File: config.mk
export PLATFORM = sky130hd
export DESIGN_NAME = pr_timer_flat
export DESIGN_NICKNAME = d
export VERILOG_FILES = /design/src/rtl/pr_timer_pkg.sv /design/src/rtl/pr_timer_if.sv /design/src/rtl/pr_timer.sv /design/src/flat_wrapper.sv
export SDC_FILE = /design/constraint.sdc
export NUM_CORES = 1
export LEC_CHECK = 0
export BUFFER_PORTS_ARGS = -buffer_cell sky130_fd_sc_hd__buf_2
export CAP_MARGIN = 20
export CORE_UTILIZATION = 40
export CTS_BUF_LIST = sky130_fd_sc_hd__clkbuf_8
export CTS_CLUSTER_DIAMETER = 30
export DETAILED_ROUTE_END_ITERATION = 10
export PLACE_DENSITY_LB_ADDON = 0.12
export SLEW_MARGIN = 20
export SYNTH_ARGS = -nofsm -noshare
export SYNTH_HDL_FRONTEND = slang
export SYNTH_SLANG_ARGS = --single-unit
File: constraint.sdc
create_clock -name clk -period 2.7 [get_ports clk]
set_input_delay 0.54 -clock clk [delete_from_list [all_inputs] [get_ports clk]]
set_output_delay 0.54 -clock clk [all_outputs]
set_load 0.1 [all_outputs]
File: src/rtl/pr_timer_pkg.sv
// Shared definitions for the pr_timer block: register offsets, CTRL bit
// positions, FSM state encodings and MODE encodings.
package pr_timer_pkg;

    // Register offsets, decoded from addr[3:2]
    localparam logic [1:0] REG_CTRL   = 2'd0;
    localparam logic [1:0] REG_PRESET = 2'd1;
    localparam logic [1:0] REG_COUNT  = 2'd2;
    localparam logic [1:0] REG_RSVD   = 2'd3;

    // CTRL bit positions
    localparam int unsigned CTRL_EN_BIT   = 0;
    localparam int unsigned CTRL_MODE_LSB = 1;
    localparam int unsigned CTRL_MODE_MSB = 2;
    localparam int unsigned CTRL_IM_BIT   = 3;

    typedef enum logic [1:0] {
        ST_IDLE = 2'd0,
        ST_LOAD = 2'd1,
        ST_CNT  = 2'd2,
        ST_INT  = 2'd3
    } state_t;

    typedef enum logic [1:0] {
        MODE_ONESHOT = 2'd0,
        MODE_RELOAD  = 2'd1,
        MODE_RSVD2   = 2'd2,
        MODE_RSVD3   = 2'd3
    } mode_t;

    // Assemble the CTRL read value; unused bits read as zero
    function automatic logic [31:0] ctrl_word(logic en, mode_t mode, logic im);
        logic [31:0] w;
        w = '0;
        w[CTRL_EN_BIT] = en;
        w[CTRL_MODE_MSB:CTRL_MODE_LSB] = mode;
        w[CTRL_IM_BIT] = im;
        return w;
    endfunction

endpackage

File: src/rtl/pr_timer_if.sv
// Bus-side interface of pr_timer: bridge write strobe, address, data and
// the interrupt request line.
interface pr_timer_if;
    logic        we;
    logic [31:0] addr;
    logic [31:0] wdata;
    logic [31:0] rdata;
    logic        irq;

    modport master (
        output we, addr, wdata,
        input  rdata, irq
    );

    modport slave (
        input  we, addr, wdata,
        output rdata, irq
    );
endinterface

File: src/rtl/pr_timer.sv
// pr_timer: programmable down-counting timer with CTRL/PRESET/COUNT
// registers and a level interrupt. Optional auto-reload (MODE=1) is
// compiled in only when PR_TIMER_MODE1_EN is defined; otherwise the MODE
// field is not stored, reads 0 and every run is one-shot.
module pr_timer
    import pr_timer_pkg::*;
(
    input  logic     clk,
    input  logic     reset,
    pr_timer_if.slave bus
);

    state_t      state;
    logic [31:0] preset;
    logic [31:0] count;
    logic        ctrl_en;
    logic        ctrl_im;
    logic        irq_flag;
    mode_t       mode_rd;
    logic        reload;
    logic [1:0]  reg_sel;
    logic        ctrl_wr;
    logic        preset_wr;
    logic        unused_addr_bits;

    assign reg_sel   = bus.addr[3:2];
    assign ctrl_wr   = bus.we && (reg_sel == REG_CTRL);
    assign preset_wr = bus.we && (reg_sel == REG_PRESET);
    assign unused_addr_bits = ^{bus.addr[31:4], bus.addr[1:0]};

`ifdef PR_TIMER_MODE1_EN
    mode_t ctrl_mode;
    assign mode_rd = ctrl_mode;
    // MODE 2/3 fall back to one-shot behaviour
    assign reload  = (ctrl_mode == MODE_RELOAD);
`else
    assign mode_rd = MODE_ONESHOT;
    assign reload  = 1'b0;
`endif

    // PRESET register: CPU-written, consumed only when the FSM is in LOAD
    always_ff @(posedge clk or negedge reset) begin
        if (!reset) begin
            preset <= '0;
        end else if (preset_wr) begin
            preset <= bus.wdata;
        end
    end

    // CTRL register and counter FSM share EN/irq_flag, so they live together.
    // A CPU CTRL write is applied first; later FSM assignments override it,
    // except the INT-exit EN clear, which yields to a concurrent CTRL write.
    always_ff @(posedge clk or negedge reset) begin
        if (!reset) begin
            state    <= ST_IDLE;
            count    <= '0;
            ctrl_en  <= 1'b0;
            ctrl_im  <= 1'b0;
            irq_flag <= 1'b0;
`ifdef PR_TIMER_MODE1_EN
            ctrl_mode <= MODE_ONESHOT;
`endif
        end else begin
            if (ctrl_wr) begin
                ctrl_en  <= bus.wdata[CTRL_EN_BIT];
                ctrl_im  <= bus.wdata[CTRL_IM_BIT];
                irq_flag <= 1'b0;
`ifdef PR_TIMER_MODE1_EN
                ctrl_mode <= mode_t'(bus.wdata[CTRL_MODE_MSB:CTRL_MODE_LSB]);
`endif
            end

            unique case (state)
                ST_IDLE: begin
                    if (ctrl_en) begin
                        state <= ST_LOAD;
                    end
                end
                ST_LOAD: begin
                    count <= preset;
                    state <= ST_CNT;
                end
                ST_CNT: begin
                    if (!ctrl_en) begin
                        state <= ST_IDLE;
                    end else if (count <= 32'd1) begin
                        count    <= '0;
                        irq_flag <= 1'b1;
                        state    <= ST_INT;
                    end else begin
                        count <= count - 32'd1;
                    end
                end
                ST_INT: begin
                    state <= ST_IDLE;
                    if (reload) begin
                        irq_flag <= 1'b0;
                    end else if (!ctrl_wr) begin
                        ctrl_en <= 1'b0;
                    end
                end
            endcase
        end
    end

    // Combinational read mux
    always_comb begin
        bus.rdata = '0;
        case (reg_sel)
            REG_CTRL:   bus.rdata = ctrl_word(ctrl_en, mode_rd, ctrl_im);
            REG_PRESET: bus.rdata = preset;
            REG_COUNT:  bus.rdata = count;
            default:    bus.rdata = '0;
        endcase
    end

    assign bus.irq = irq_flag & ctrl_im;

endmodule

File: src/flat_wrapper.sv
// flat-port wrapper written by rule: the top's interface ports become plain ports
module pr_timer_flat import pr_timer_pkg::*;
  (clk, reset, bus_we, bus_addr, bus_wdata, bus_rdata, bus_irq);
  pr_timer_if bus_i ();
  input  logic clk;
  input  logic reset;
  input wire logic [$bits(bus_i.we)-1:0] bus_we;
  input wire logic [$bits(bus_i.addr)-1:0] bus_addr;
  input wire logic [$bits(bus_i.wdata)-1:0] bus_wdata;
  output wire logic [$bits(bus_i.rdata)-1:0] bus_rdata;
  output wire logic [$bits(bus_i.irq)-1:0] bus_irq;
  assign bus_i.we = bus_we;
  assign bus_i.addr = bus_addr;
  assign bus_i.wdata = bus_wdata;
  assign bus_rdata = bus_i.rdata;
  assign bus_irq = bus_i.irq;
  pr_timer u_core (.clk(clk), .reset(reset), .bus(bus_i));
endmodule
==> results of run 1 <==
## critical path, delay by kind of cell (launching register included)
family | cells | cell delay (ps)
flip-flops | 1 | 450
buffers and inverters | 1 | 110
adder cells (fa/ha/maj) | 1 | 250
AO/OA/AOI/OAI | 1 | 360
AND/OR/NAND/NOR | 3 | 1120
## stage by stage
| step | instance area [um2] | instances | worst slack [ps] | hold slack, ps |
|---|---|---|---|---|
| 2_1_floorplan | 3940 | 392 | 37.4 | 244 |
| 5_1_grt | 5190 | 599 | 71.6 | 128 |
| 3_5_place_dp | 4980 | 583 | 320 | 492 |
| 3_3_place_gp | 4980 | 583 | 386 | 489 |
| 4_1_cts | 5190 | 599 | 344 | 110 |
| 6_report | 5190 | 599 | 308 | 108 |
## final cells by class
class | count | area (um2) | share of cell area [%]
Clock buffer | 9 | 124 | 2.39
Clock inverter | 7 | 90.1 | 1.73
Inverter | 4 | 15.0 | 0.289
Sequential cell | 69 | 1730 | 33.3
Multi-Input combinational cell | 290 | 2070 | 39.9
Timing Repair Buffer | 91 | 1000 | 19.3
Tap cell | 129 | 161 | 3.11
## layer usage
metal  vias to the layer above  GRT usage (%)  part of all wire (%)
li1                       1676              -                     -
met1                      1720           32.9                    47
met2                        99           35.3                    47
met3                        10           3.66                   4.8
met4                         0           6.91                   1.0
met5                         -              0                     0
## cell usage in the layout, fill, tap and decap left out, types with 6 or more instances in the layout
cell type   n
dfrtp_1    69
buf_2      37
mux2_2     33
buf_12     33
a22o_1     30
nand2_1    30
nand3_1    25
buf_4      21
a21oi_1    16
nand4_1    14
nor2_1     13
or3_1      13
and3_1     13
o211ai_1   12
clkbuf_8    9
o311ai_0    8
nor3_1      6
## state kept, by name, indices dropped and copies added, names as in the netlist
name / cells
u_core.state: 2
u_core.ctrl_im: 1
u_core.ctrl_en: 1
u_core.count: 32
u_core.irq_flag: 1
u_core.preset: 32
## kinds of logic (layout without fill, tap and decap cells)
logic type,after synthesis,in the layout,share of synthesized area (%)
multiplexers,36,36,10.2
flip-flops,69,69,43.9
AND/OR/NAND/NOR,158,158,23.8
AO/OA/AOI/OAI,94,94,17.8
adder cells (fa/ha/maj),2,2,0.635
buffers and inverters,33,111,3.72
## power breakdown
group          internal, W  switching (W)
logic              0.00110        0.00161
registers          0.00140       0.000481
clock network     0.000515       0.000407
## final timing paths
check / slack [ps] / to / cells past startpoint
max: 310 / u_core.count[18] / 6
min: 110 / u_core.count[4] / 1
max reg2reg: 310 / u_core.count[18] / 6
min reg2reg: 510 / u_core.count[2] / 2
max in group asynchronous: 1830 / u_core.count[18] / 2
min in group clk: 410 / u_core.ctrl_en / 3
==> results_dict.tcl, run 1 <==
set metrics [dict create \
    worst-setup-path-type "flop to flop" \
    cts_tree "yes" \
    crit_path_end_kind "flop" \
    synth_cell_types 52 \
    synth_area_um2 3940 \
    yosysTopAreaCell "dfrtp_1" \
    die_area_um2 10200 \
    async_flop_share_pct 100 \
    path_max_fanout 6 \
    antenna_found_initial 0 \
    p_per_area_nw_per_um2 1060 \
    cts_root_buf "clkbuf_8" \
    vias 3505 \
    drc 0 \
    vias_per_cell 5.85 \
    avgSynthCellArea_um2 10.0 \
    portBuffers 69 \
    gp_congestion 0.855 \
    cts_buffers 9 \
    syn2layout_area_growth_pct 31.9 \
    yosysWarningCount 0 \
    tns_ps 0 \
    p_total_w 0.00550 \
    startpoint_type "flop" \
    ir_drop_v 0.000486 \
    hold_viol 0 \
    grt_usage_pct 22.8 \
    utilization_pct 55.4 \
    fill_cells 890 \
    max-slew-margin-rel_pct 57.2 \
    status "finished clean" \
    die_w_um 101 \
    rows 35 \
    hp-class "primary input to async pin" \
    synth_area_leaders "dfrtp_1 (44%), mux2_2 (9.4%), a22o_1 (6.7%), nand3_1 (3.2%), nand2_1 (2.9%)" \
    dr.first_iter.drc_count 195 \
    drive_above_1_share_pct 32.8 \
    cts_resized 0 \
    drt_first_pass_iters 4 \
    cts.sinks 69 \
    cts_setup_buffers 0 \
    initial_utilization_pct 42.0 \
    nets 534 \
    worstPathRequired_ps 2940 \
    cts_hold_buf 0 \
    grt_pass1_wl_um 17900 \
    core-area_um2 9370 \
    synth_commonest_cells "dfrtp_1 (69), mux2_2 (33), a22o_1 (30), nand2_1 (30), nand3_1 (25)" \
    yosys_register_bits 69 \
    hpwl_um 7430 \
    clkLatencyLatePin_ps 350 \
    finalClockSkew_ps 7.60 \
    die-height_um 101 \
    power.leakage_nw 2.15 \
    slowest_delay_ps 530 \
    wl_per_cell_um 17.7 \
    path_clk_slew_ps 80 \
    slowest_stage "or3b_2" \
    min_period_ps 2390 \
    ant_nets 0 \
    postSynthCellCount 392 \
    slew_violations 0 \
    grt-ovfl-total 0 \
    pin_count 100 \
    rsz0062_at_grt "no" \
    min_period_over_period_pct 88.6 \
    antenna_cells 0 \
    cp-startpoint "u_core.count[0]" \
    crit_chain "inv_1 -> ha_1 -> or3b_2 -> nor3_1 -> nand4_1 -> o311ai_0" \
    synth_top_area_share_pct 43.9 \
    fmax_mhz 418 \
    htree_levels 3 \
    maxCapViolations 0 \
    synth-edff-count 0 \
    synthFlopType "dfrtp_1" \
    drt_wl_total_um 10600 \
    clk_path_buf_depth 2 \
    synth_fp_nets 461 \
    arrival_ps 2630 \
    synth.most_common_cell "dfrtp_1" \
    setup_violations 0 \
    worst_slew_pin_slew_ps 640 \
    grt_pass1_vias 3399 \
    r2r_start "u_core.count[0]" \
    grt_max_degree 34 \
    synth-seq-area-share_pct 43.9 \
]
No activity file was read; power rests on OpenSTA's default activity.
==> run 2: changes to the inputs <==
--- a/config.mk
+++ b/config.mk
@@ -5,7 +5,7 @@
 export SDC_FILE = /design/constraint.sdc
 export NUM_CORES = 1
 export LEC_CHECK = 0
-export BUFFER_PORTS_ARGS = -buffer_cell sky130_fd_sc_hd__buf_2
+export BUFFER_PORTS_ARGS = -buffer_cell sky130_fd_sc_hd__buf_4
 export CAP_MARGIN = 20
 export CORE_UTILIZATION = 40
 export CTS_BUF_LIST = sky130_fd_sc_hd__clkbuf_8
==> results_dict.tcl, run 2 (synthesized netlist as in run 1, its figures left out) <==
set metrics [dict create \
    hpwl_um 7290 \
    min_period_ps 2400 \
    cts_tree "yes" \
    setup_violations 0 \
    vias_per_cell 5.86 \
    min_period_over_period_pct 88.8 \
    fill_cells 918 \
    core-area_um2 9370 \
    crit_path_end_kind "flop" \
    place_ws_ps 293 \
    status "finished clean" \
    drive_above_1_share_pct 32.1 \
    ir_drop_v 0.000440 \
    cts_hold_buf 0 \
    cts.sinks 69 \
    antenna_found_initial 0 \
    max-slew-margin-rel_pct 35.9 \
    worstPathRequired_ps 2930 \
    tns_ps 0 \
    finalClockSkew_ps 8.49 \
    path_buf_inv 1 \
    drt_wl_total_um 10500 \
    ant_nets 0 \
    worst-setup-path-type "flop to flop" \
    worst_slew_pin_slew_ps 961 \
    antenna_cells 0 \
    fin_ws_ps 301 \
    portBuffers 69 \
    slew_violations 0 \
    die_w_um 101 \
    rows 35 \
    gp_congestion 0.837 \
    drc 0 \
    pin_count 100 \
    grt_pass1_vias 3389 \
    maxCapViolations 0 \
    rsz0062_at_grt "no" \
    arrival_ps 2620 \
    initial_utilization_pct 42.0 \
    die_area_um2 10200 \
    reg_top3 "u_core.count: 32 flops, u_core.preset: 32 flops, u_core.state: 2 flops" \
    hold_viol 0 \
    power.leakage_nw 2.05 \
    dr.first_iter.drc_count 210 \
    p_total_w 0.00504 \
    p_per_area_nw_per_um2 1040 \
    startpoint_type "flop" \
    final_common_cell "buf_4" \
    drt_first_pass_iters 4 \
    seqCellArea_um2 1730 \
    nets 533 \
    path_clk_slew_ps 70 \
    vias 3493 \
    cts_root_buf "clkbuf_8" \
    slowest_stage "or3b_2" \
    hp-class "primary input to async pin" \
    cts_buffers 9 \
    grt-ovfl-total 0 \
    cp_top_family "simple AND/OR/NAND/NOR gates" \
    multi_input_area_um2 2070 \
    hold_slack_ps 311 \
    grt_pass1_wl_um 17700 \
    wl_per_cell_um 17.7 \
    clk_path_buf_depth 2 \
    crit_chain "inv_1 -> ha_1 -> or3b_2 -> nor3_1 -> nand4_1 -> o311ai_0" \
    syn2layout_area_growth_pct 22.9 \
    grt_usage_pct 22.2 \
    path_max_fanout 6 \
    cts_resized 0 \
    htree_levels 3 \
    slowest_delay_ps 520 \
    cts_setup_buffers 0 \
    layout_common_cells "buf_4 (88), dfrtp_1 (69), mux2_2 (33)" \
    grt_max_degree 70 \
    clkLatencyLatePin_ps 340 \
    die-height_um 101 \
    fmax_mhz 417 \
]
run 2: final cells by class:
class / count / share of cell area [%]
tap: 129 / 3.33
inverter: 4 / 0.310
sequential: 69 / 35.7
clock buffer: 11 / 3.13
clock inverter: 3 / 0.284
timing repair buffer: 90 / 14.5
multi-input combinational: 290 / 42.8
run 2: through the flow:
step | instance area [um2] | cells | utilization, %
after floorplan | 3940 | 392 | -
after detailed placement | 4680 | 582 | 49.9
final | 4840 | 596 | 51.7
after global placement | 4680 | 582 | 49.9
after CTS | 4840 | 596 | 51.7
after global routing | 4840 | 596 | 51.7
run 2: power by group:
group	switching, W	leakage, nW	internal (W)
Combinational	0.00156	1.13	0.000877
Sequential	0.000470	0.828	0.00140
Clock	0.000377	0.0922	0.000367
Total	0.00240	2.05	0.00264
run 2: worst paths after layout:
check	startpoint	endpoint	slack [ps]	depth (start not counted)
setup / recovery	u_core.count[0]	u_core.count[18]	300	6
hold / removal	reset	u_core.preset[3]	310	1
setup reg to reg	u_core.count[0]	u_core.count[18]	300	6
hold reg to reg	u_core.preset[25]	u_core.count[25]	510	2
max in group asynchronous	reset	u_core.count[0]	1770	1
min in group clk	bus_wdata[0]	u_core.ctrl_en	410	3
run 2: per-layer routing:
metal / up-vias / wire length, um / GRT usage [%]
met2: 82 / 4740 / 33.9
li1: 1666 / - / -
met1: 1732 / 5260 / 32.2
met4: 0 / 149 / 7.69
met5: - / 0 / 0
met3: 13 / 397 / 3.45
